**src/rtl/uart_cmd_responder_pkg.sv**
```systemverilog
// Shared constants for the UART command responder: frame bytes, command and
// error codes, and the FSM state encodings.
package uart_cmd_responder_pkg;

    localparam logic [7:0] SYNC    = 8'hA5;
    localparam logic [7:0] ACK     = 8'h5A;
    localparam logic [7:0] NAK     = 8'hEE;
    localparam logic [7:0] CMD_WR  = 8'h01;
    localparam logic [7:0] CMD_RD  = 8'h02;
    localparam logic [7:0] ERR_CHK = 8'h01;
    localparam logic [7:0] ERR_CMD = 8'h02;

    localparam logic [3:0] ST_IDLE     = 4'd0;
    localparam logic [3:0] ST_GET_CMD  = 4'd1;
    localparam logic [3:0] ST_GET_ADDR = 4'd2;
    localparam logic [3:0] ST_GET_DATA = 4'd3;
    localparam logic [3:0] ST_GET_CHK  = 4'd4;
    localparam logic [3:0] ST_EXEC     = 4'd5;
    localparam logic [3:0] ST_RD_WAIT  = 4'd6;
    localparam logic [3:0] ST_TX_HDR   = 4'd7;
    localparam logic [3:0] ST_WAIT_HDR = 4'd8;
    localparam logic [3:0] ST_TX_PLD   = 4'd9;
    localparam logic [3:0] ST_WAIT_PLD = 4'd10;

endpackage

```
**src/rtl/uart_byte_timeout.sv**
```systemverilog
// Inter-byte timeout counter: cleared on demand, counts while enabled and
// flags expiry once the count reaches TIMEOUT_CLKS-1.
module uart_byte_timeout #(
    parameter int TIMEOUT_CLKS = 100000
) (
    input  logic i_clk,
    input  logic i_rst,
    input  logic i_clear,
    input  logic i_enable,
    output logic o_expire
);

    localparam int CW = (TIMEOUT_CLKS > 2) ? $clog2(TIMEOUT_CLKS) : 1;
    localparam logic [CW-1:0] LIMIT = CW'(TIMEOUT_CLKS - 1);

    logic [CW-1:0] cnt_q, cnt_d;

    // Saturate at the limit so a held enable never wraps back to zero.
    always_comb begin
        cnt_d = cnt_q;
        if (i_clear) begin
            cnt_d = '0;
        end else if (i_enable && (cnt_q != LIMIT)) begin
            cnt_d = cnt_q + CW'(1);
        end
    end

    always_ff @(posedge i_clk or posedge i_rst) begin
        if (i_rst) begin
            cnt_q <= '0;
        end else begin
            cnt_q <= cnt_d;
        end
    end

    assign o_expire = i_enable && !i_clear && (cnt_q == LIMIT);

endmodule

```
**src/rtl/uart_cmd_responder.sv**
```systemverilog
// Decodes 5-byte command frames from uart_rx, performs one register write or
// read, and returns a 2-byte ACK/NAK response through uart_tx.
module uart_cmd_responder
    import uart_cmd_responder_pkg::*;
#(
    parameter int TIMEOUT_CLKS = 100000
) (
    input  logic       i_clk,
    input  logic       i_rst,
    input  logic       i_rx_data_valid,
    input  logic [7:0] i_rx_byte,
    output logic [7:0] o_tx_data,
    output logic       o_tx_data_valid,
    input  logic       i_tx_done,
    output logic [7:0] o_reg_addr,
    output logic       o_reg_wr_en,
    output logic [7:0] o_reg_wr_data,
    output logic       o_reg_rd_en,
    input  logic [7:0] i_reg_rd_data,
    output logic       o_busy
);

    logic [3:0] state_q, state_d;
    logic [7:0] cmd_q, cmd_d;
    logic [7:0] addr_q, addr_d;
    logic [7:0] data_q, data_d;
    logic [7:0] chk_q, chk_d;
    logic [7:0] hdr_q, hdr_d;
    logic [7:0] pld_q, pld_d;
    logic       in_frame;
    logic       tmo_clear;
    logic       tmo_expire;
    logic       chk_ok;

    assign in_frame  = (state_q == ST_GET_CMD) || (state_q == ST_GET_ADDR) ||
                       (state_q == ST_GET_DATA) || (state_q == ST_GET_CHK);
    assign tmo_clear = i_rx_data_valid || (state_q == ST_IDLE);
    assign chk_ok    = (chk_q == (cmd_q ^ addr_q ^ data_q));

    uart_byte_timeout #(
        .TIMEOUT_CLKS(TIMEOUT_CLKS)
    ) u_timeout (
        .i_clk   (i_clk),
        .i_rst   (i_rst),
        .i_clear (tmo_clear),
        .i_enable(in_frame),
        .o_expire(tmo_expire)
    );

    always_comb begin
        state_d     = state_q;
        cmd_d       = cmd_q;
        addr_d      = addr_q;
        data_d      = data_q;
        chk_d       = chk_q;
        hdr_d       = hdr_q;
        pld_d       = pld_q;
        o_reg_wr_en = 1'b0;
        o_reg_rd_en = 1'b0;
        case (state_q)
            ST_IDLE: begin
                if (i_rx_data_valid && (i_rx_byte == SYNC)) state_d = ST_GET_CMD;
            end
            ST_GET_CMD: begin
                if (i_rx_data_valid) begin
                    cmd_d   = i_rx_byte;
                    state_d = ST_GET_ADDR;
                end else if (tmo_expire) begin
                    state_d = ST_IDLE;
                end
            end
            ST_GET_ADDR: begin
                if (i_rx_data_valid) begin
                    addr_d  = i_rx_byte;
                    state_d = ST_GET_DATA;
                end else if (tmo_expire) begin
                    state_d = ST_IDLE;
                end
            end
            ST_GET_DATA: begin
                if (i_rx_data_valid) begin
                    data_d  = i_rx_byte;
                    state_d = ST_GET_CHK;
                end else if (tmo_expire) begin
                    state_d = ST_IDLE;
                end
            end
            ST_GET_CHK: begin
                if (i_rx_data_valid) begin
                    chk_d   = i_rx_byte;
                    state_d = ST_EXEC;
                end else if (tmo_expire) begin
                    state_d = ST_IDLE;
                end
            end
            // Checksum is judged before the command code.
            ST_EXEC: begin
                state_d = ST_TX_HDR;
                if (!chk_ok) begin
                    hdr_d = NAK;
                    pld_d = ERR_CHK;
                end else if (cmd_q == CMD_WR) begin
                    o_reg_wr_en = 1'b1;
                    hdr_d       = ACK;
                    pld_d       = data_q;
                end else if (cmd_q == CMD_RD) begin
                    o_reg_rd_en = 1'b1;
                    hdr_d       = ACK;
                    state_d     = ST_RD_WAIT;
                end else begin
                    hdr_d = NAK;
                    pld_d = ERR_CMD;
                end
            end
            ST_RD_WAIT: begin
                pld_d   = i_reg_rd_data;
                state_d = ST_TX_HDR;
            end
            ST_TX_HDR:   state_d = ST_WAIT_HDR;
            ST_WAIT_HDR: if (i_tx_done) state_d = ST_TX_PLD;
            ST_TX_PLD:   state_d = ST_WAIT_PLD;
            ST_WAIT_PLD: if (i_tx_done) state_d = ST_IDLE;
            default:     state_d = ST_IDLE;
        endcase
    end

    always_ff @(posedge i_clk or posedge i_rst) begin
        if (i_rst) begin
            state_q <= ST_IDLE;
            cmd_q   <= '0;
            addr_q  <= '0;
            data_q  <= '0;
            chk_q   <= '0;
            hdr_q   <= '0;
            pld_q   <= '0;
        end else begin
            state_q <= state_d;
            cmd_q   <= cmd_d;
            addr_q  <= addr_d;
            data_q  <= data_d;
            chk_q   <= chk_d;
            hdr_q   <= hdr_d;
            pld_q   <= pld_d;
        end
    end

    assign o_busy          = (state_q != ST_IDLE);
    assign o_tx_data_valid = (state_q == ST_TX_HDR) || (state_q == ST_TX_PLD);
    assign o_tx_data       = ((state_q == ST_TX_HDR) || (state_q == ST_WAIT_HDR)) ? hdr_q :
                             ((state_q == ST_TX_PLD) || (state_q == ST_WAIT_PLD)) ? pld_q : 8'h00;
    assign o_reg_addr      = addr_q;
    assign o_reg_wr_data   = data_q;

endmodule

```
**config.mk**
```make
export PLATFORM = sky130hd
export DESIGN_NAME = uart_cmd_responder
export DESIGN_NICKNAME = d
export VERILOG_FILES = /design/src/rtl/uart_cmd_responder_pkg.sv /design/src/rtl/uart_byte_timeout.sv /design/src/rtl/uart_cmd_responder.sv
export SDC_FILE = /design/constraint.sdc
export NUM_CORES = 1
export LEC_CHECK = 0
export ABC_AREA = 0
export BUFFER_PORTS_ARGS = -buffer_cell sky130_fd_sc_hd__buf_4
export CAP_MARGIN = 20
export CORE_MARGIN = 1
export CORE_UTILIZATION = 29
export DETAILED_ROUTE_END_ITERATION = 12
export GPL_TIMING_DRIVEN = 0
export PLACE_DENSITY = 0.51
export SETUP_SLACK_MARGIN = 0.5
export SLEW_MARGIN = 20
export SYNTH_ARGS = -nofsm -noshare
export SYNTH_HDL_FRONTEND = slang
export SYNTH_SLANG_ARGS = --single-unit
```
**constraint.sdc**
```tcl
create_clock -name i_clk -period 5.1 [get_ports i_clk]
set_clock_uncertainty 0.05 [all_clocks]
set_input_delay 1.02 -clock i_clk [delete_from_list [all_inputs] [get_ports i_clk]]
set_output_delay 1.02 -clock i_clk [all_outputs]
set_load 0.03 [all_outputs]
```
==> out/results.ini, run 1 <==
[synth]
mappedNetlistNets=353
synth-seq-cells=64
synthDistinctLibCells=47
synth_flop_cell=dfrtp_1
synth_area_sq_mm=0.00347
syn_inst=332
yosysWarnings=0
synth-edff-count=0
syn-mean-instance-area_sq_um=10.5
seq_area_frac_synth=0.462
async_flop_share=1.00

[critical_path]
worstPathRequired_ns=4.03
end_kind=output pin
worstPathMaxFanout=10
cpMostUsedCell=xnor2_1
path_class=reg2out
crit_path_top_delay_cell=dfrtp_1
critPathMaxStageDelay_ns=0.47
crit_path_start_kind=flop
crit_arrival_ns=2.57
crit_path_cell_trace=xnor2_1 > xnor2_1 > nor4_1 > nand2_1 > clkbuf_1 > nor2_1 > and2_1 > buf_4

[global_route]
grt_pass1_vias=2664
grt_pass1_wl_um=13900
grtUsageTotal=0.143
antenna_found_initial=0
grt_start_max_net_pins=36
overflow=0

[floorplanning]
core_sq_mm=0.0115
dieArea_sq_mm=0.0124
start_util=0.301
die_x_um=111
die_y_um=111
fp-row-count=39
ios=48

[layout]
final_cell_mix=64 x dfrtp_1, 47 x buf_4, 38 x mux2_2, 22 x xnor2_1, 22 x nor2_1
stdcell_count=539
nets=412
drive_above_1_share=0.275
antenna_cells=0
final_common_cell=dfrtp_1
syn_to_final_growth_pct=23.8
fin_area_sq_mm=0.00430
post-route-util=0.373

[pwr]
p_sw_mw=1.09
internal-power_mw=1.57
irDropWorstVdd_v=0.000293
total_power_mw=2.67
power_density_mw_per_mm2=620
p_clk_frac=0.209
p_seq_frac=0.330
power_frac_comb=0.461
p_leak_nw=1.83
p_sw_frac=0.409

[place]
numPlacedInstances=523
portBuffers=47
place_congestion=0.763
preCtsSetupSlack_ns=1.75
hpwlAfterDp_um=6160
postPlaceCellArea_sq_mm=0.00402

[cts]
cts_root_buffer=clkbuf_16
cts_tree=done
clk_latency_ns=0.33
cts_hold_buf=0
cts-resized-gates=0
cts_num_sinks=64
clock_path_buffers=2
cts.repair_timing.setup_buffer_count=0
clk_pin_slew_ns=0.06
cts_buffers=9
cts_htree_levels=3

[timing]
fin_crit_ns=3.64
holdWs_ns=0.431
max_freq_ghz=0.275
slew_violations=0
setup_viol=0
slew_headroom=0.364
tightest_slew_ns=0.952
fin_crit_sh=0.713
fin_tns_setup_ns=0
setup_slack_ns=1.46
rsz0062_at_grt=no
finalHoldViolCount=0

[routing]
drt-pass1-iter-count=8
drtAntennaViolNets=0
drt_wl_total_um=8640
drt_iter0_drc=107
wire_per_inst_um=16.0
avgViaCountPerCell=5.00
drc_errors=2
num_vias=2693

[run]
max_cap_violations=0

[outcome]
violations=DRC
status=complete, but fails checks

[hold_path]
hold_path_class=reg2reg

registers in the layout, indices dropped and copies added (netlist names):
register / count
o_reg_addr: 8
o_reg_wr_data: 8
pld_q: 8
u_timeout.cnt_q: 17
state_q: 4
cmd_q: 8
chk_q: 8
hdr_q: 3
synth_stat cells (2+ instances only):
master | number | area (sq um)
o22ai_1 | 9 | 56.3
and2_1 | 2 | 12.5
inv_1 | 5 | 18.8
and3_1 | 5 | 31.3
nand2b_1 | 3 | 18.8
a211oi_1 | 2 | 15.0
and4b_1 | 3 | 30.0
xnor2_1 | 22 | 193
nand2_1 | 20 | 75.1
nor3_1 | 7 | 35.0
a32o_1 | 3 | 30.0
nand3_1 | 12 | 60.1
a21o_1 | 2 | 15.0
xor2_1 | 19 | 166
dfrtp_1 | 64 | 1600
a32oi_1 | 2 | 17.5
buf_2 | 4 | 20.0
nor4_1 | 3 | 18.8
nor2_1 | 22 | 82.6
clkbuf_1 | 13 | 48.8
nor4b_1 | 4 | 35.0
o21ai_0 | 10 | 50.1
mux2_2 | 38 | 428
or4_1 | 2 | 15.0
or3_1 | 3 | 18.8
or3b_1 | 2 | 17.5
nor2b_1 | 6 | 37.5
a221oi_1 | 2 | 17.5
a21oi_1 | 19 | 95.1
mux2i_1 | 3 | 30.0
and4_1 | 2 | 17.5
nand4_1 | 4 | 25.0
power groups by stage:
stage | Clock, mW | Sequential (mW) | Combinational, mW
after floorplan | 0 | 0.959 | 0.792
after CTS | 0.572 | 0.879 | 1.24
after global routing | 0.589 | 0.908 | 1.35
after global placement | 0 | 0.880 | 1.22
final | 0.558 | 0.879 | 1.23
after detailed placement | 0 | 0.887 | 1.23
area by class of cell:
cell class	instances	area, sq um
tap	143	179
clock inverter	7	47.5
multi-input combinational	245	1780
clock buffer	9	225
fill	1165	7220
timing repair buffer	48	373
inverter	5	21.3
sequential	64	1600
buffer	18	72.6
critical path: cells and delay by family, from the launching register on:
family | cells | cell delay (ns)
and+or+nand+nor | 4 | 1.03
xor gates and xnor gates | 2 | 0.34
buffers and inverters | 2 | 0.40
DFF | 1 | 0.47
per-layer routing:
layer	GRT usage	up-vias	part of all wire	wire, um
met5	0	-	0	0
met1	0.201	1318	0.50	4340
met4	0.0414	0	0.0094	81
li1	-	1314	-	-
met3	0.0332	10	0.031	268
met2	0.219	51	0.46	3940
path summary, 6_finish.rpt:
path | cells after the start | from | slack, ns | endpoint
worst max-delay path | 8 | o_reg_wr_data[3] | 1.46 | o_reg_wr_en
worst min-delay path | 1 | hdr_q[6] | 0.43 | hdr_q[6]
worst max register to register | 6 | o_reg_wr_data[3] | 2.52 | pld_q[7]
worst min register to register | 1 | hdr_q[6] | 0.43 | hdr_q[6]
max in group asynchronous | 3 | i_rst | 3.80 | hdr_q[5]
min in group asynchronous | 2 | i_rst | 0.67 | o_reg_wr_data[6]
kinds of logic after synthesis:
logic type | Yosys count | share of synthesized area
compound gates | 56 | 0.105
xor+xnor | 41 | 0.103
fa+ha+maj | 1 | 0.00361
buf+inv | 23 | 0.0263
flops | 64 | 0.462
mux | 41 | 0.132
simple gates | 106 | 0.168
Note: power is estimated with default switching activity, not from simulation.
==> inputs of run 2 (changes only) <==
--- a/config.mk
+++ b/config.mk
@@ -12,7 +12,7 @@
 export CORE_UTILIZATION = 29
 export DETAILED_ROUTE_END_ITERATION = 12
 export GPL_TIMING_DRIVEN = 0
-export PLACE_DENSITY = 0.51
+export PLACE_DENSITY = 0.53
 export SETUP_SLACK_MARGIN = 0.5
 export SLEW_MARGIN = 20
 export SYNTH_ARGS = -nofsm -noshare
==> constraint.sdc (replaced) <==
create_clock -name i_clk -period 3.29 [get_ports i_clk]
set_clock_uncertainty 0.05 [all_clocks]
set_input_delay 0.658 -clock i_clk [delete_from_list [all_inputs] [get_ports i_clk]]
set_output_delay 0.658 -clock i_clk [all_outputs]
set_load 0.03 [all_outputs]
==> run 2 against run 1 <==
The run now ends clean. Worst hold slack got worse by 0.14 ns. Final cell count grew 2.8%. Flip-flop and latch count unchanged. Sequential power rose by 56%. Largest cell class unchanged.
==> out/results.ini, run 2 (synthesis results as in run 1) <==
[floorplanning]
die_y_um=111  ; unchanged
ios=48  ; unchanged
dieArea_sq_mm=0.0124  ; unchanged
core_sq_mm=0.0115  ; unchanged
die_x_um=111  ; unchanged
fp-row-count=39  ; unchanged
start_util=0.301  ; unchanged

[critical_path]
worstReg2RegEnd=pld_q[4]
crit_end=o_reg_wr_en
crit_path_top_delay_cell=or4_4
crit_start=cmd_q[3]
r2r-start=cmd_q[3]
crit_path_start_kind=flop
end_kind=output pin
crit_arrival_ns=2.07  ; -0.50 ns
path_class=reg2out
worstPathRequired_ns=2.58  ; -1.45 ns
crit_family=simple AND/OR/NAND/NOR gates
crit_path_cell_trace=or4_4 > nor3_4 > and3b_1 > buf_6 > and2_4 > buf_6
reg2reg_depth=6  ; unchanged
worst-path-buf-inv=2  ; unchanged
cpMostUsedCell=buf_6
critPathMaxStageDelay_ns=0.56  ; +0.09 ns
worstPathMaxFanout=9  ; -1
critical_path_depth=6  ; -2
ff2ff_setup_slack_ns=0.79  ; -1.73 ns

[global_route]
grt_pass1_wl_um=14900  ; +7.0%
grtUsageTotal=0.150  ; +0.00749
overflow=0  ; unchanged
antenna_found_initial=0  ; unchanged
grt_start_max_net_pins=35  ; -2.8%
grt_pass1_vias=2881  ; +8.1%

[layout]
final_common_cell=buf_4
drive_above_1_share=0.372  ; +0.0970
stdcell_count=554  ; +2.8%
largest_register_ffs=17  ; unchanged
antenna_cells=0  ; unchanged
n_fill_cell=1129  ; -3.1%
regMostFlops=u_timeout.cnt_q
final_cell_mix=61 x buf_4, 58 x dfrtp_1, 38 x mux2_2, 21 x nor2_1, 19 x a21oi_1
fin_area_sq_mm=0.00467  ; +8.7%
syn_to_final_growth_pct=34.6
nets=427  ; +3.6%

[pwr]
power_density_mw_per_mm2=1030  ; +66%
irDropWorstVdd_v=0.000653  ; +120%
p_leak_nw=2.02  ; +10%

[place]
portBuffers=47  ; unchanged
place_congestion=0.807  ; +5.7%
numPlacedInstances=523  ; unchanged
hpwlAfterDp_um=6090  ; -1.1%
postPlaceCellArea_sq_mm=0.00403  ; +0.12%

[hold_path]
hold_path_class=in2async

[routing]
drt_iter0_drc=112  ; +4.7%
avgViaCountPerCell=5.00  ; about the same
num_vias=2768  ; +2.8%
wire_per_inst_um=15.8  ; -1.3%
drc_errors=0  ; -2
drt-pass1-iter-count=4  ; -4
drtAntennaViolNets=0  ; unchanged
drt_wl_total_um=8760  ; +1.4%

[timing]
setup_viol=0  ; unchanged
finalHoldViolCount=0  ; unchanged
rsz0062_at_grt=yes
max_freq_ghz=0.360
fin_crit_ns=2.78
tightest_slew_ns=0.717  ; -0.235 ns
slew_violations=0  ; unchanged
fin_tns_setup_ns=0  ; unchanged
fin_crit_sh=0.845
slew_headroom=0.515  ; +0.152

[cts]
cts_htree_levels=3  ; unchanged
cts_buffers=9  ; unchanged
cts_root_buffer=clkbuf_16
cts_tree=done
clk_latency_ns=0.32  ; about the same
clk_pin_slew_ns=0.05  ; about the same
cts_num_sinks=64  ; unchanged
clock_path_buffers=2  ; unchanged

[run]
max_cap_violations=0  ; unchanged

[outcome]
status=finished clean

-- run 2: changes by cell type in the layout (fill, tap and decap cells not counted), sizes merged --
cell,delta
clkinvlp,-2
bufinv,+5
inv,-1
clkinv,-2
clkbuf,-1
buf,+16
-- run 2: worst reg2reg max path: cells and delay by family (launching register included) --
kind                   cells  cell delay [ns]
DFF                        1             0.40
muxes                      1             0.39
buffers and inverters      1             0.17
AOI/OAI and AO/OA          1             0.46
and+or+nand+nor            3             0.90
-- run 2: what timing repair did --
| action | in CTS | in global routing |
|---|---|---|
| resized for setup | 17 | 23 |
| setup buffers | 7 | 8 |
| setup endpoints to repair | 10 | 9 |
| hold buffers | 0 | 0 |
| pin swaps | 4 | 5 |
-- run 2: worst min path at each step --
stage / cells after the start / slack, ns / to
2_1_floorplan: 1 / 0.39 / hdr_q[6]
3_3_place_gp: 1 / 0.41 / hdr_q[6]
3_5_place_dp: 1 / 0.42 / hdr_q[6]
4_1_cts: 2 / 0.30 / o_reg_addr[7]
5_1_grt: 2 / 0.32 / o_reg_addr[7]
6_report: 2 / 0.29 / o_reg_addr[7]
-- run 2: layout make-up --
class	count	area (sq um)	area share
Sequential cell	64	1610	0.345
Clock inverter	7	168	0.0359
Clock buffer	9	225	0.0482
Timing Repair Buffer	63	489	0.105
Multi-Input combinational cell	245	1880	0.403
Buffer	18	97.6	0.0209
Inverter	5	21.3	0.00456
Tap cell	143	179	0.0383
-- run 2: power by group --
part | internal, mW | switching, mW
Sequential | 1.08 | 0.295
Combinational | 1.03 | 1.15
Clock | 0.896 | 0.364
Total | 3.01 | 1.81
-- run 2: through the flow --
step	hold WS (ns)	setup WS, ns	power [mW]	utilization
finish	0.293	0.511	4.81	0.405
global route	0.317	0.414	5.10	0.405
CTS	0.301	0.415	4.70	0.394
detailed placement	0.422	0.276	3.27	0.350
global placement	0.407	0.0716	3.24	0.348
floorplan	0.391	0.599	2.71	-
-- run 2: layer usage --
metal,global-route usage,up-vias,share of wire
met5,0,-,0
met4,0.0378,0,0.0029
met3,0.0310,2,0.035
met2,0.243,58,0.47
met1,0.206,1360,0.49
li1,-,1348,-
